--- config.mk ---
export PLATFORM = sky130hd
export DESIGN_NAME = modn_digit_counter
export DESIGN_NICKNAME = d
export VERILOG_FILES = /design/src/rtl/modn_digit_counter.sv
export SDC_FILE = /design/constraint.sdc
export NUM_CORES = 1
export LEC_CHECK = 0
export ABC_CLOCK_PERIOD_IN_PS = 3900
export CORE_MARGIN = 10
export CORE_UTILIZATION = 28
export CTS_CLUSTER_SIZE = 24
export DETAILED_ROUTE_END_ITERATION = 12
export PLACE_DENSITY = 0.59
export SLEW_MARGIN = 10
export SYNTH_ARGS = -nofsm -noshare
export SYNTH_HDL_FRONTEND = slang
export SYNTH_SLANG_ARGS = --single-unit
--- constraint.sdc ---
create_clock -name clk -period 3.9 [get_ports clk]
set_input_delay 0.39 -clock clk [delete_from_list [all_inputs] [get_ports clk]]
set_output_delay 0.39 -clock clk [all_outputs]
set_load 0.02 [all_outputs]
--- src/rtl/modn_digit_counter.sv ---
// Parametrised modulo-N up/down digit for the stopwatch datapath, with
// clamped load, sticky range error, lap capture and a cascade flag.
module modn_digit_counter #(
    parameter int MODULUS = 6,
    parameter int WIDTH   = 4
) (
    input  logic             clk,
    input  logic             reset,
    input  logic             enable,
    input  logic             up,
    input  logic             clear,
    input  logic             load,
    input  logic [WIDTH-1:0] load_value,
    input  logic             lap,
    output logic [WIDTH-1:0] q,
    output logic [WIDTH-1:0] lap_q,
    output logic             lap_valid,
    output logic             flag,
    output logic             wrap,
    output logic             err
);
    localparam int              WIDTH_EXT = WIDTH + 1;
    localparam logic [WIDTH-1:0] MAX_VAL  = WIDTH'(MODULUS - 1);
    localparam logic [WIDTH:0]   MOD_EXT  = WIDTH_EXT'(MODULUS);

    logic [WIDTH-1:0] q_r;
    logic [WIDTH-1:0] lap_q_r;
    logic             lap_valid_r;
    logic             wrap_r;
    logic             err_r;

    logic [WIDTH-1:0] q_next_s;
    logic [WIDTH-1:0] lap_q_next_s;
    logic             lap_valid_next_s;
    logic             err_next_s;
    logic             terminal_s;
    logic             flag_s;

    // Next value of a free-running step, wrapping at both ends of the range.
    function automatic logic [WIDTH-1:0] count_step(input logic [WIDTH-1:0] cur,
                                                    input logic             dir_up);
        logic [WIDTH-1:0] nxt;
        if (dir_up) begin
            if (cur == MAX_VAL) nxt = {WIDTH{1'b0}};
            else                nxt = cur + WIDTH'(1'b1);
        end else begin
            if (cur == {WIDTH{1'b0}}) nxt = MAX_VAL;
            else                      nxt = cur - WIDTH'(1'b1);
        end
        return nxt;
    endfunction

    // Widened compare so MODULUS == 2**WIDTH never flags a load as out of range.
    function automatic logic load_in_range(input logic [WIDTH-1:0] v);
        return ({1'b0, v} < MOD_EXT);
    endfunction

    // Terminal count for the current direction.
    always_comb begin
        if (up) terminal_s = (q_r == MAX_VAL);
        else    terminal_s = (q_r == {WIDTH{1'b0}});
    end

    assign flag_s = enable & ~clear & ~load & terminal_s;

    // Next-state selection with clear > load > enable priority; lap is independent of load/enable.
    always_comb begin
        q_next_s         = q_r;
        lap_q_next_s     = lap_q_r;
        lap_valid_next_s = lap_valid_r;
        err_next_s       = err_r;
        if (clear) begin
            q_next_s         = {WIDTH{1'b0}};
            lap_q_next_s     = {WIDTH{1'b0}};
            lap_valid_next_s = 1'b0;
            err_next_s       = 1'b0;
        end else begin
            if (load) begin
                if (load_in_range(load_value)) begin
                    q_next_s = load_value;
                end else begin
                    q_next_s   = MAX_VAL;
                    err_next_s = 1'b1;
                end
            end else if (enable) begin
                q_next_s = count_step(q_r, up);
            end else begin
                q_next_s = q_r;
            end
            if (lap) begin
                lap_q_next_s     = q_r;
                lap_valid_next_s = 1'b1;
            end else begin
                lap_q_next_s     = lap_q_r;
                lap_valid_next_s = lap_valid_r;
            end
        end
    end

    // State registers; a wrap happens exactly on edges where flag is high.
    always_ff @(posedge clk or negedge reset) begin
        if (!reset) begin
            q_r         <= {WIDTH{1'b0}};
            lap_q_r     <= {WIDTH{1'b0}};
            lap_valid_r <= 1'b0;
            wrap_r      <= 1'b0;
            err_r       <= 1'b0;
        end else begin
            q_r         <= q_next_s;
            lap_q_r     <= lap_q_next_s;
            lap_valid_r <= lap_valid_next_s;
            wrap_r      <= flag_s;
            err_r       <= err_next_s;
        end
    end

    assign q         = q_r;
    assign lap_q     = lap_q_r;
    assign lap_valid = lap_valid_r;
    assign wrap      = wrap_r;
    assign err       = err_r;
    assign flag      = flag_s;

endmodule

==> results.py <==
metrics = {
    "grt": {
        "antenna_found_initial": 0,
        "grt_max_degree": 13,
        "grt_pass1_vias": 540,
        "grt_first_pass_wirelength_um": 2500,
        "overflow": 0,
        "grt_util_all_layers": 0.0718,
    },
    "sta": {
        "tightestPinTransition_ns": 0.474,
        "max_slew_margin": 0.683,
        "fin_tns_setup_ns": 0,
        "fmax_mhz": 412,
        "setup_viol": 0,
        "fin_skew_ns": 0.000507,
        "finalHoldViolCount": 0,
        "fin_crit_sh": 0.622,
        "hold_ws_ns": 0.454,
        "drv_slew": 0,
        "rsz0062_at_grt": "false",
        "min_period_ns": 2.43,
    },
    "die": {
        "die_h_um": 67.2,
        "coreArea_sq_mm": 0.00217,
        "die_area_sq_mm": 0.00452,
        "start_util": 0.288,
        "die_w_um": 67.2,
        "io-pin-count": 23,
        "num_rows": 17,
    },
    "synth": {
        "synthCells": 62,
        "syn_area_sq_um": 624,
        "syn_avg_cell_area_sq_um": 10.1,
        "yosysUniqueCellTypes": 32,
        "synth_edf_count": 0,
        "synth_seq_cells": 11,
        "synth_area_leaders": "dfrtp_1 (44%), nor2_1 (6.6%), mux2i_1 (6.4%), xnor2_1 (2.8%), a2111oi_2 (2.4%)",
        "async_flop_share": 1.00,
        "synth_top_area_share": 0.441,
        "synth.yosys.seq_area_share": 0.441,
        "yosysWarnings": 0,
        "synth_flop_cell": "dfrtp_1",
        "synth_top_area_cell": "dfrtp_1",
        "synthesis.nets": 73,
    },
    "cts": {
        "cts-resized-gates": 0,
        "htree_num_levels": 1,
        "clockRootBuffer": "clkbuf_4",
        "cts_tree": "yes",
        "cts_hold_buf": 0,
        "cts_buffers": 3,
        "clk_pin_slew_worst_paths_ns": 0.06,
        "cts.path.max_buffers": 2,
        "cts_sinks": 11,
        "clk_latency_ns": 0.26,
        "post_cts_buffers": 0,
    },
    "layout": {
        "fillers": 239,
        "diodes": 0,
        "layout.nets": 94,
        "utilization": 0.400,
        "drive_above_1_share": 0.0976,
        "syn2layout_area_growth_pct": 38.9,
        "final_cell_area_sq_um": 867,
    },
    "route": {
        "top_layer": "met3",
        "drt_iter0_drc": 8,
        "wl_met2_um": 627,
        "routed_wl_um": 1490,
        "viasPerCell": 4.95,
        "drtAntennaViolNets": 0,
        "dr_wl_met3_um": 187,
        "drc": 0,
        "met1Wirelength_um": 677,
        "wl_per_cell_um": 13.6,
        "drt_pre_antenna_iters": 4,
        "num_vias": 544,
    },
    "critical_path": {
        "cp_common_cell": "clkdlybuf4s50_1",
        "crit_path_end_kind": "output port",
        "critPathMaxStageDelay_ns": 0.61,
        "cp_data_arrival_time_ns": 2.04,
        "critPathSlowestCell": "clkdlybuf4s50_1",
        "startpoint_type": "input port",
        "path_cells": "clkdlybuf4s50_1 > nor2b_1 > o2111a_1 > clkdlybuf4s50_1",
        "path_max_fanout": 6,
        "timing.setup.critical_path_class": "input port to output port",
        "required_ns": 3.51,
    },
    "pwr": {
        "p_per_area_mw_per_mm2": 304,
        "p_leak_nw": 0.358,
        "peakVddDrop_mv": 0.183,
        "p_total_w": 0.000264,
    },
    "outcome": {
        "run_status": "complete, no violations",
    },
    "place": {
        "place.gp.congestion": 0.769,
        "place_hpwl_um": 1160,
        "placed_cell_area_sq_um": 841,
        "io_buffers": 22,
    },
    "flow_run": {
        "max_cap_viol_count": 0,
    },
    "min_path": {
        "hp-class": "input port to async pin",
    },
}
[routing by layer]
| layer | track usage | vias up |
|---|---|---|
| met5 | 0 | - |
| met4 | 0.00769 | 0 |
| met3 | 0.0545 | 0 |
| met2 | 0.102 | 19 |
| met1 | 0.0874 | 260 |
| li1 | - | 265 |
[cell families (layout without fill, tap and decap cells)]
group / count (synthesis) / count (layout) / synth area share
compound gates: 13 / 13 / 0.188
xor+xnor: 3 / 3 / 0.0421
buf+inv: 7 / 27 / 0.0681
flops: 11 / 11 / 0.441
mux: 4 / 4 / 0.0641
simple gates: 24 / 24 / 0.196
[placed cells by master, fill, tap and decap left out, drive strengths merged]
master and n:
a2111oi 1, a22oi 1, a311o 1, o22ai 1, and3 1, a21oi 2, mux2i 4, nand2 2
dfrtp 11, nor2 11, o2111a 1, a21o 1, nand4 1, nand3b 1, inv 1, nand4b 1
nand3 1, o21bai 1, a211oi 2, clkbuf 4, xor2 1, clkdlybuf4s50 22, nor2b 2, nand2b 1
nor3 3, o31ai 1, xnor2 2, a221oi 1
[cell usage after synthesis, types with 2 or more instances]
cell      count
nor3_1        2
dfrtp_1      11
nor2_1       11
nor2b_1       2
buf_4         2
xnor2_1       2
nand2_1       2
a21oi_1       2
mux2i_1       4
a211oi_1      2
[area by class of cell]
class	instances	area (sq um)	area share
Timing Repair Buffer	22	220	0.254
Inverter	1	3.75	0.00433
Multi-Input combinational cell	44	307	0.354
Tap cell	28	35.0	0.0404
Clock buffer	4	26.3	0.0303
Sequential cell	11	275	0.317
[final timing paths]
check                               start         to  slack, ns  cells after the start
worst min register to register  lap_valid  lap_valid       0.50                      2
worst min-delay path                reset        err       0.45                      1
worst max-delay path               enable       flag       1.47                      4
max in group asynchronous           reset       wrap       3.13                      1
worst max register to register       q[0]       q[2]       2.38                      4
min in group clk                lap_valid  lap_valid       0.50                      2
[metrics by stage]
stage / setup WS (ns) / instances
floorplan: 2.36 / 62
global placement: 1.46 / 106
detailed placement: 1.47 / 106
CTS: 1.45 / 110
global route: 1.34 / 110
finish: 1.47 / 110
[sequential cells by signal, summed over array words and instances, names as in the netlist]
signal and count:
lap_q 4, q 4, err 1, lap_valid 1, wrap 1
[worst max-delay path, delay by kind of cell]
| kind | cells | cell delay (ns) |
|---|---|---|
| buffers and inverters | 2 | 1.21 |
| AOI/OAI and AO/OA | 1 | 0.22 |
| and+or+nand+nor | 1 | 0.22 |
[power by group]
part / leakage (nW) / switching, W / total, W / internal, W
registers: 0.147 / 0.00000964 / 0.000129 / 0.000119
clock network: 0.0150 / 0.0000335 / 0.0000730 / 0.0000395
logic: 0.195 / 0.0000294 / 0.0000617 / 0.0000323
total: 0.358 / 0.0000725 / 0.000264 / 0.000191
No activity file was read; power rests on OpenSTA's default activity.
